<file path="config.mk">
export PLATFORM = sky130hd
export DESIGN_NAME = fetch_ctrl
export DESIGN_NICKNAME = d
export VERILOG_FILES = /design/src/rtl/fetch_ctrl.sv
export SDC_FILE = /design/constraint.sdc
export NUM_CORES = 1
export LEC_CHECK = 0
export CAP_MARGIN = 20
export CORE_MARGIN = 1
export CORE_UTILIZATION = 60
export CTS_BUF_LIST = sky130_fd_sc_hd__clkbuf_4
export CTS_CLUSTER_SIZE = 30
export DETAILED_ROUTE_END_ITERATION = 16
export DONT_BUFFER_PORTS = 1
export GPL_TIMING_DRIVEN = 1
export PLACE_DENSITY = 0.79
export SETUP_SLACK_MARGIN = 0.02
export SLEW_MARGIN = 30
export SYNTH_ARGS = -nofsm -noshare
export SYNTH_HDL_FRONTEND = slang
export SYNTH_SLANG_ARGS = --single-unit
</file>
<file path="constraint.sdc">
create_clock -name clk -period 2 [get_ports clk]
set_input_delay 0.3 -clock clk [delete_from_list [all_inputs] [get_ports clk]]
set_output_delay 0.3 -clock clk [all_outputs]
set_load 0.005 [all_outputs]
</file>
<file path="src/rtl/fetch_ctrl.sv">
// fetch_ctrl: front-end fetch sequencer.
// It owns the PC and drives the I-MEM read address. Fetched words are
// buffered in a QDEPTH-entry queue, so fetch keeps going while DE stalls.
// A taken branch from AGEX redirects fetch and flushes the queue.
//
// Ports:
//   clk, reset_n                  clock (rising edge), async active-low reset
//   redirect_valid, redirect_pc   AGEX branch redirect request and its target
//   de_ready                      DE accepts the head entry this cycle
//   imem_addr / imem_rdata        I-MEM byte address (= PC) and the word read there (combinational)
//   out_valid, out_inst, out_pc,  head entry toward DE
//   out_pcplus, out_inst_count
//   fq_level                      queue occupancy, 0..QDEPTH
//   fe_state                      FSM state (0 BOOT, 1 FETCH, 2 HOLD)
//   align_err                     sticky: a misaligned redirect was seen
//
// Optional macro FETCH_PERF_EN adds three saturating 32-bit counters:
//   perf_fetched  push cycles
//   perf_flushed  sum of fq_level over all redirects
//   perf_stall    cycles spent in HOLD
//
// state | meaning
// BOOT  | first cycle after reset, no fetch
// FETCH | fetching one word per cycle while the queue has room
// HOLD  | queue full and DE stalled; PC and inst_count held
module fetch_ctrl #(
  parameter int               DBITS    = 32,
  parameter int               INSTBITS = 32,
  parameter int               QDEPTH   = 4,
  parameter logic [DBITS-1:0] STARTPC  = 'h100,
  parameter int               INSTSIZE = 4
) (
  input  logic                      clk,
  input  logic                      reset_n,
  input  logic                      redirect_valid,
  input  logic [DBITS-1:0]          redirect_pc,
  input  logic                      de_ready,
  output logic [DBITS-1:0]          imem_addr,
  input  logic [INSTBITS-1:0]       imem_rdata,
  output logic                      out_valid,
  output logic [INSTBITS-1:0]       out_inst,
  output logic [DBITS-1:0]          out_pc,
  output logic [DBITS-1:0]          out_pcplus,
  output logic [DBITS-1:0]          out_inst_count,
  output logic [$clog2(QDEPTH):0]   fq_level,
  output logic [1:0]                fe_state,
  output logic                      align_err
`ifdef FETCH_PERF_EN
  ,
  output logic [31:0]               perf_fetched,
  output logic [31:0]               perf_flushed,
  output logic [31:0]               perf_stall
`endif
);

  localparam int AW = $clog2(QDEPTH);
  localparam int LW = AW + 1;
  localparam logic [LW-1:0]    L_FULL = LW'(QDEPTH);
  localparam logic [DBITS-1:0] L_INC  = DBITS'(INSTSIZE);

  typedef enum logic [1:0] {
    S_BOOT  = 2'd0,
    S_FETCH = 2'd1,
    S_HOLD  = 2'd2
  } state_t;

  state_t r_state, w_next_state;

  logic [DBITS-1:0]    r_pc;
  logic [DBITS-1:0]    r_cnt;
  logic [LW-1:0]       r_level;
  logic [AW-1:0]       r_wptr;
  logic [AW-1:0]       r_rptr;
  logic                r_align_err;

  logic [INSTBITS-1:0] r_q_inst   [QDEPTH];
  logic [DBITS-1:0]    r_q_pc     [QDEPTH];
  logic [DBITS-1:0]    r_q_pcplus [QDEPTH];
  logic [DBITS-1:0]    r_q_cnt    [QDEPTH];

  logic                w_out_valid;
  logic                w_pop;
  logic                w_push;
  logic [DBITS-1:0]    w_pcplus;
  logic [DBITS-1:0]    w_redirect_pc;

  // A redirect cycle blanks the output, so nothing is popped during a flush.
  assign w_out_valid   = (r_level != '0) & ~redirect_valid;
  assign w_pop         = w_out_valid & de_ready;
  // When the queue is full, a push is allowed only if the head leaves in the same cycle.
  assign w_push        = (r_state != S_BOOT) & ~redirect_valid & ((r_level != L_FULL) | w_pop);
  assign w_pcplus      = r_pc + L_INC;
  assign w_redirect_pc = {redirect_pc[DBITS-1:2], 2'b00};

  always_ff @(posedge clk or negedge reset_n) begin
    if (!reset_n) begin
      r_state <= S_BOOT;
    end else begin
      r_state <= w_next_state;
    end
  end

  always_comb begin
    w_next_state = r_state;
    case (r_state)
      S_BOOT:  w_next_state = S_FETCH;
      S_FETCH: if ((r_level == L_FULL) && !w_pop) w_next_state = S_HOLD;
      S_HOLD:  if (w_pop) w_next_state = S_FETCH;
      default: w_next_state = S_BOOT;
    endcase
    if (redirect_valid) w_next_state = S_FETCH;
  end

  always_ff @(posedge clk or negedge reset_n) begin
    if (!reset_n) begin
      r_pc        <= STARTPC;
      r_cnt       <= DBITS'(1);
      r_align_err <= 1'b0;
    end else if (redirect_valid) begin
      r_pc  <= w_redirect_pc;
      r_cnt <= r_cnt + DBITS'(1);
      if (redirect_pc[1:0] != 2'b00) r_align_err <= 1'b1;
    end else if (w_push) begin
      r_pc  <= w_pcplus;
      r_cnt <= r_cnt + DBITS'(1);
    end
  end

  always_ff @(posedge clk or negedge reset_n) begin
    if (!reset_n) begin
      r_level <= '0;
      r_wptr  <= '0;
      r_rptr  <= '0;
      for (int i = 0; i < QDEPTH; i++) begin
        r_q_inst[i]   <= '0;
        r_q_pc[i]     <= '0;
        r_q_pcplus[i] <= '0;
        r_q_cnt[i]    <= '0;
      end
    end else if (redirect_valid) begin
      r_level <= '0;
      r_wptr  <= '0;
      r_rptr  <= '0;
    end else begin
      if (w_push) begin
        r_q_inst[r_wptr]   <= imem_rdata;
        r_q_pc[r_wptr]     <= r_pc;
        r_q_pcplus[r_wptr] <= w_pcplus;
        r_q_cnt[r_wptr]    <= r_cnt;
        r_wptr             <= r_wptr + AW'(1);
      end
      if (w_pop) r_rptr <= r_rptr + AW'(1);
      case ({w_push, w_pop})
        2'b10:   r_level <= r_level + LW'(1);
        2'b01:   r_level <= r_level - LW'(1);
        default: r_level <= r_level;
      endcase
    end
  end

  assign imem_addr      = r_pc;
  assign out_valid      = w_out_valid;
  assign out_inst       = r_q_inst[r_rptr];
  assign out_pc         = r_q_pc[r_rptr];
  assign out_pcplus     = r_q_pcplus[r_rptr];
  assign out_inst_count = r_q_cnt[r_rptr];
  assign fq_level       = r_level;
  assign fe_state       = r_state;
  assign align_err      = r_align_err;

`ifdef FETCH_PERF_EN
  logic [31:0] r_perf_fetched;
  logic [31:0] r_perf_flushed;
  logic [31:0] r_perf_stall;
  logic [32:0] w_flush_sum;

  // One bit wider than the counter, so a carry out means saturate.
  assign w_flush_sum = {1'b0, r_perf_flushed} + 33'(r_level);

  always_ff @(posedge clk or negedge reset_n) begin
    if (!reset_n) begin
      r_perf_fetched <= '0;
      r_perf_flushed <= '0;
      r_perf_stall   <= '0;
    end else begin
      if (w_push && (r_perf_fetched != '1)) r_perf_fetched <= r_perf_fetched + 32'd1;
      if (redirect_valid) r_perf_flushed <= w_flush_sum[32] ? '1 : w_flush_sum[31:0];
      if ((r_state == S_HOLD) && (r_perf_stall != '1)) r_perf_stall <= r_perf_stall + 32'd1;
    end
  end

  assign perf_fetched = r_perf_fetched;
  assign perf_flushed = r_perf_flushed;
  assign perf_stall   = r_perf_stall;
`endif

endmodule

</file>
==> impl_metrics.json <==
{
  "outcome": "finished with violations",
  "violations": "hold timing, slew limit, setup timing",
  "die_h_um": 209,
  "power_frac_seq_pct": 44.4,
  "wire_per_inst_um": 21.8,
  "dp.final_hpwl_mm": 41.4,
  "drive_gt1_share_pct": 19.5,
  "setup_tns_ns": -70.85,
  "finalCritPeriodShare_pct": 131,
  "comb_power_share_pct": 32.4,
  "areaGrowthSynthToFinish_pct": 17.6,
  "p_leak_nw": 14.9,
  "netlist_area_mm2": 0.0256,
  "dieArea_mm2": 0.0435,
  "clk_pin_slew_worst_paths_ns": 0.07,
  "ys_ff_latch": 568,
  "internal-power_w": 0.0261,
  "ios": 235,
  "timing.slew.headroom_pct": -23.4,
  "synth_async_sr_flop_share_pct": 100,
  "peakVddDrop_uv": 836,
  "crit_required_ns": 1.70,
  "clock.fmax_mhz": 382,
  "hold_viol_final": 566,
  "wirelength_mm": 74.5,
  "post-route-cell-area_mm2": 0.0301,
  "cts.sinks": 568,
  "p_sw_w": 0.0142,
  "final_cell_mix": "nand2_1, dfrtp_1, clkbuf_4",
  "syn-instance-count": 2608,
  "grt_pass1_wl_mm": 111,
  "start_util_pct": 60.9,
  "fp.dieW_um": 209,
  "place.gp.congestion": 0.897,
  "clock_skew_ns": 0.0685,
  "yosys_warnings": 0,
  "initialDrtViolationCount": 2348,
  "end_kind": "output pin",
  "synth_edf_count": 0,
  "period_minus_slack_ns": 2.62,
  "worstSkewPairLatency_ns": 0.89,
  "final_core_util_pct": 71.6,
  "worstMarginPinSlew_ns": 1.85,
  "grt_max_degree": 569,
  "vias": 20700,
  "final_max_slew_viol_count": 415,
  "powerDensity_mw_per_mm2": 1340,
  "setup_viol": 125,
  "drc": 0,
  "p_sw_share_pct": 35.1,
  "cts_buffers": 146,
  "drtPass1Iterations": 6,
  "globalRouteOverflowTotal": 0,
  "seq_area_mm2": 0.0142,
  "holdCritPathClass": "primary input to async pin",
  "final_common_cell": "nand2_1",
  "place_ws_ns": -0.0418,
  "hold-worst-slack_ns": -0.864,
  "ys_seq_area_share_pct": 55.5,
  "crit_arrival_ns": 2.32,
  "cts.hold.buffers_added": 67,
  "core_mm2": 0.0420,
  "r2r_start": "fq_level[2]",
  "multiInputGateArea_mm2": 0.0106,
  "rsz0062_at_grt": "yes",
  "cts_tree": "built",
  "num_rows": 75,
  "fillers": 2755,
  "grt_pass1_vias": 20900,
  "grt.total_usage_pct": 32.7,
  "nets": 2858,
  "setup_slack_ns": -0.619,
  "via_per_inst": 6.04,
  "start_kind": "flip-flop",
  "drtAntennaViolNets": 0,
  "numPortBuffers": 0,
  "place_area_mm2": 0.0267,
  "path_class": "flip-flop to output pin",
  "drv_cap": 0,
  "synth_ff_type": "dfrtp_1",
  "synthDistinctLibCells": 57,
  "clock-root-buffer": "clkbuf_4",
  "antenna_found_initial": 4,
  "crit_start": "r_rptr[0]",
  "clock_power_share_pct": 23.3,
  "worstPathMaxFanout": 9,
  "avgSynthCellArea_um2": 9.82,
  "htreeDepth": 4,
  "cts_buffer_depth": 3
}
==> cell type report <==
type	instances	share of cell area (%)
clock buffer	208	5.18
antenna	5	0.0415
inverter	11	0.137
sequential	568	47.2
tap	539	2.24
multi-input combinational	1835	35.3
clock inverter	34	0.482
timing repair buffer	221	9.38
==> worst max-delay path, stage by stage, from the launching register on <==
cell and delay [ns]:
dfrtp_4 0.47, buf_12 0.21, clkbuf_16 0.20, mux4_2 0.55
==> worst paths after layout <==
check	endpoint	slack, ns	cells after the start
max	out_inst[22]	-0.62	3
min	r_q_pcplus[51]	-0.86	0
max reg2reg	r_q_inst[13]	0.03	8
min reg2reg	r_q_pc[22]	0.47	2
max in group asynchronous	r_q_cnt[58]	1.39	0
min in group clk	imem_addr[26]	0.12	3
==> layer usage <==
metal | track usage (%) | vias up | part of all wire, %
li1 | - | 8899 | -
met1 | 42.2 | 10300 | 37
met2 | 51.3 | 1252 | 48
met3 | 8.49 | 245 | 10
met4 | 17.6 | 0 | 4.7
met5 | 0 | - | 0
==> power by group through the flow <==
| stage | Combinational (W) | Clock [W] | Sequential (W) |
|---|---|---|---|
| after detailed placement | 0.0113 | 0 | 0.0178 |
| after global placement | 0.0109 | 0 | 0.0175 |
| after global routing | 0.0141 | 0.0101 | 0.0182 |
| final | 0.0130 | 0.00938 | 0.0179 |
| after floorplan | 0.00805 | 0 | 0.0171 |
| after CTS | 0.0118 | 0.00946 | 0.0177 |
==> synth_stat cells (4+ instances only) <==
cell	n	share of area [%]
a31oi_1	6	0.15
and2_1	4	0.098
and3_1	18	0.44
and4_1	6	0.21
buf_1	6	0.088
buf_2	113	2.2
buf_4	15	0.44
clkbuf_1	63	0.92
dfrtp_1	566	55
ha_1	6	0.29
inv_1	11	0.16
mux2_2	4	0.18
mux4_2	124	11
nand2_1	1275	19
nand3_1	41	0.80
nand4_1	21	0.51
nor2_1	27	0.40
nor3_1	4	0.078
o21ai_0	143	2.8
o21ai_1	19	0.37
or3_1	4	0.098
xnor2_1	36	1.2
xor2_1	49	1.7
==> cells by family after synthesis <==
| logic type | synth area share, % |
|---|---|
| AO/OA/AOI/OAI | 3.67 |
| flip-flops | 55.5 |
| multiplexers | 11.2 |
| adder cells (fa/ha/maj) | 0.371 |
| XOR/XNOR | 2.91 |
| AND/OR/NAND/NOR | 22.4 |
| other | 0.0146 |
| buffers and inverters | 3.93 |
==> flip-flops by register name, indices dropped and copies added (netlist names) <==
name	cells
align_err	1
imem_addr	30
r_q_inst	128
fe_state	2
r_wptr	2
r_rptr	2
r_q_pc	120
r_cnt	32
r_q_cnt	128
r_q_pcplus	120
fq_level	3
==> timing repair <==
action	in CTS	in global routing
hold endpoints to repair	746	568
cloned	2	18
buffers inserted	6	22
pin swaps	7	12
gates resized for setup	20	41
endpoints found under the setup margin	136	418
==> stage by stage <==
step	instances	total power, W
6_report	3421	0.0403
5_1_grt	3420	0.0425
4_1_cts	3376	0.0390
3_5_place_dp	3059	0.0292
3_3_place_gp	3059	0.0284
2_1_floorplan	2613	0.0252
No activity file was read; power rests on OpenSTA's default activity.
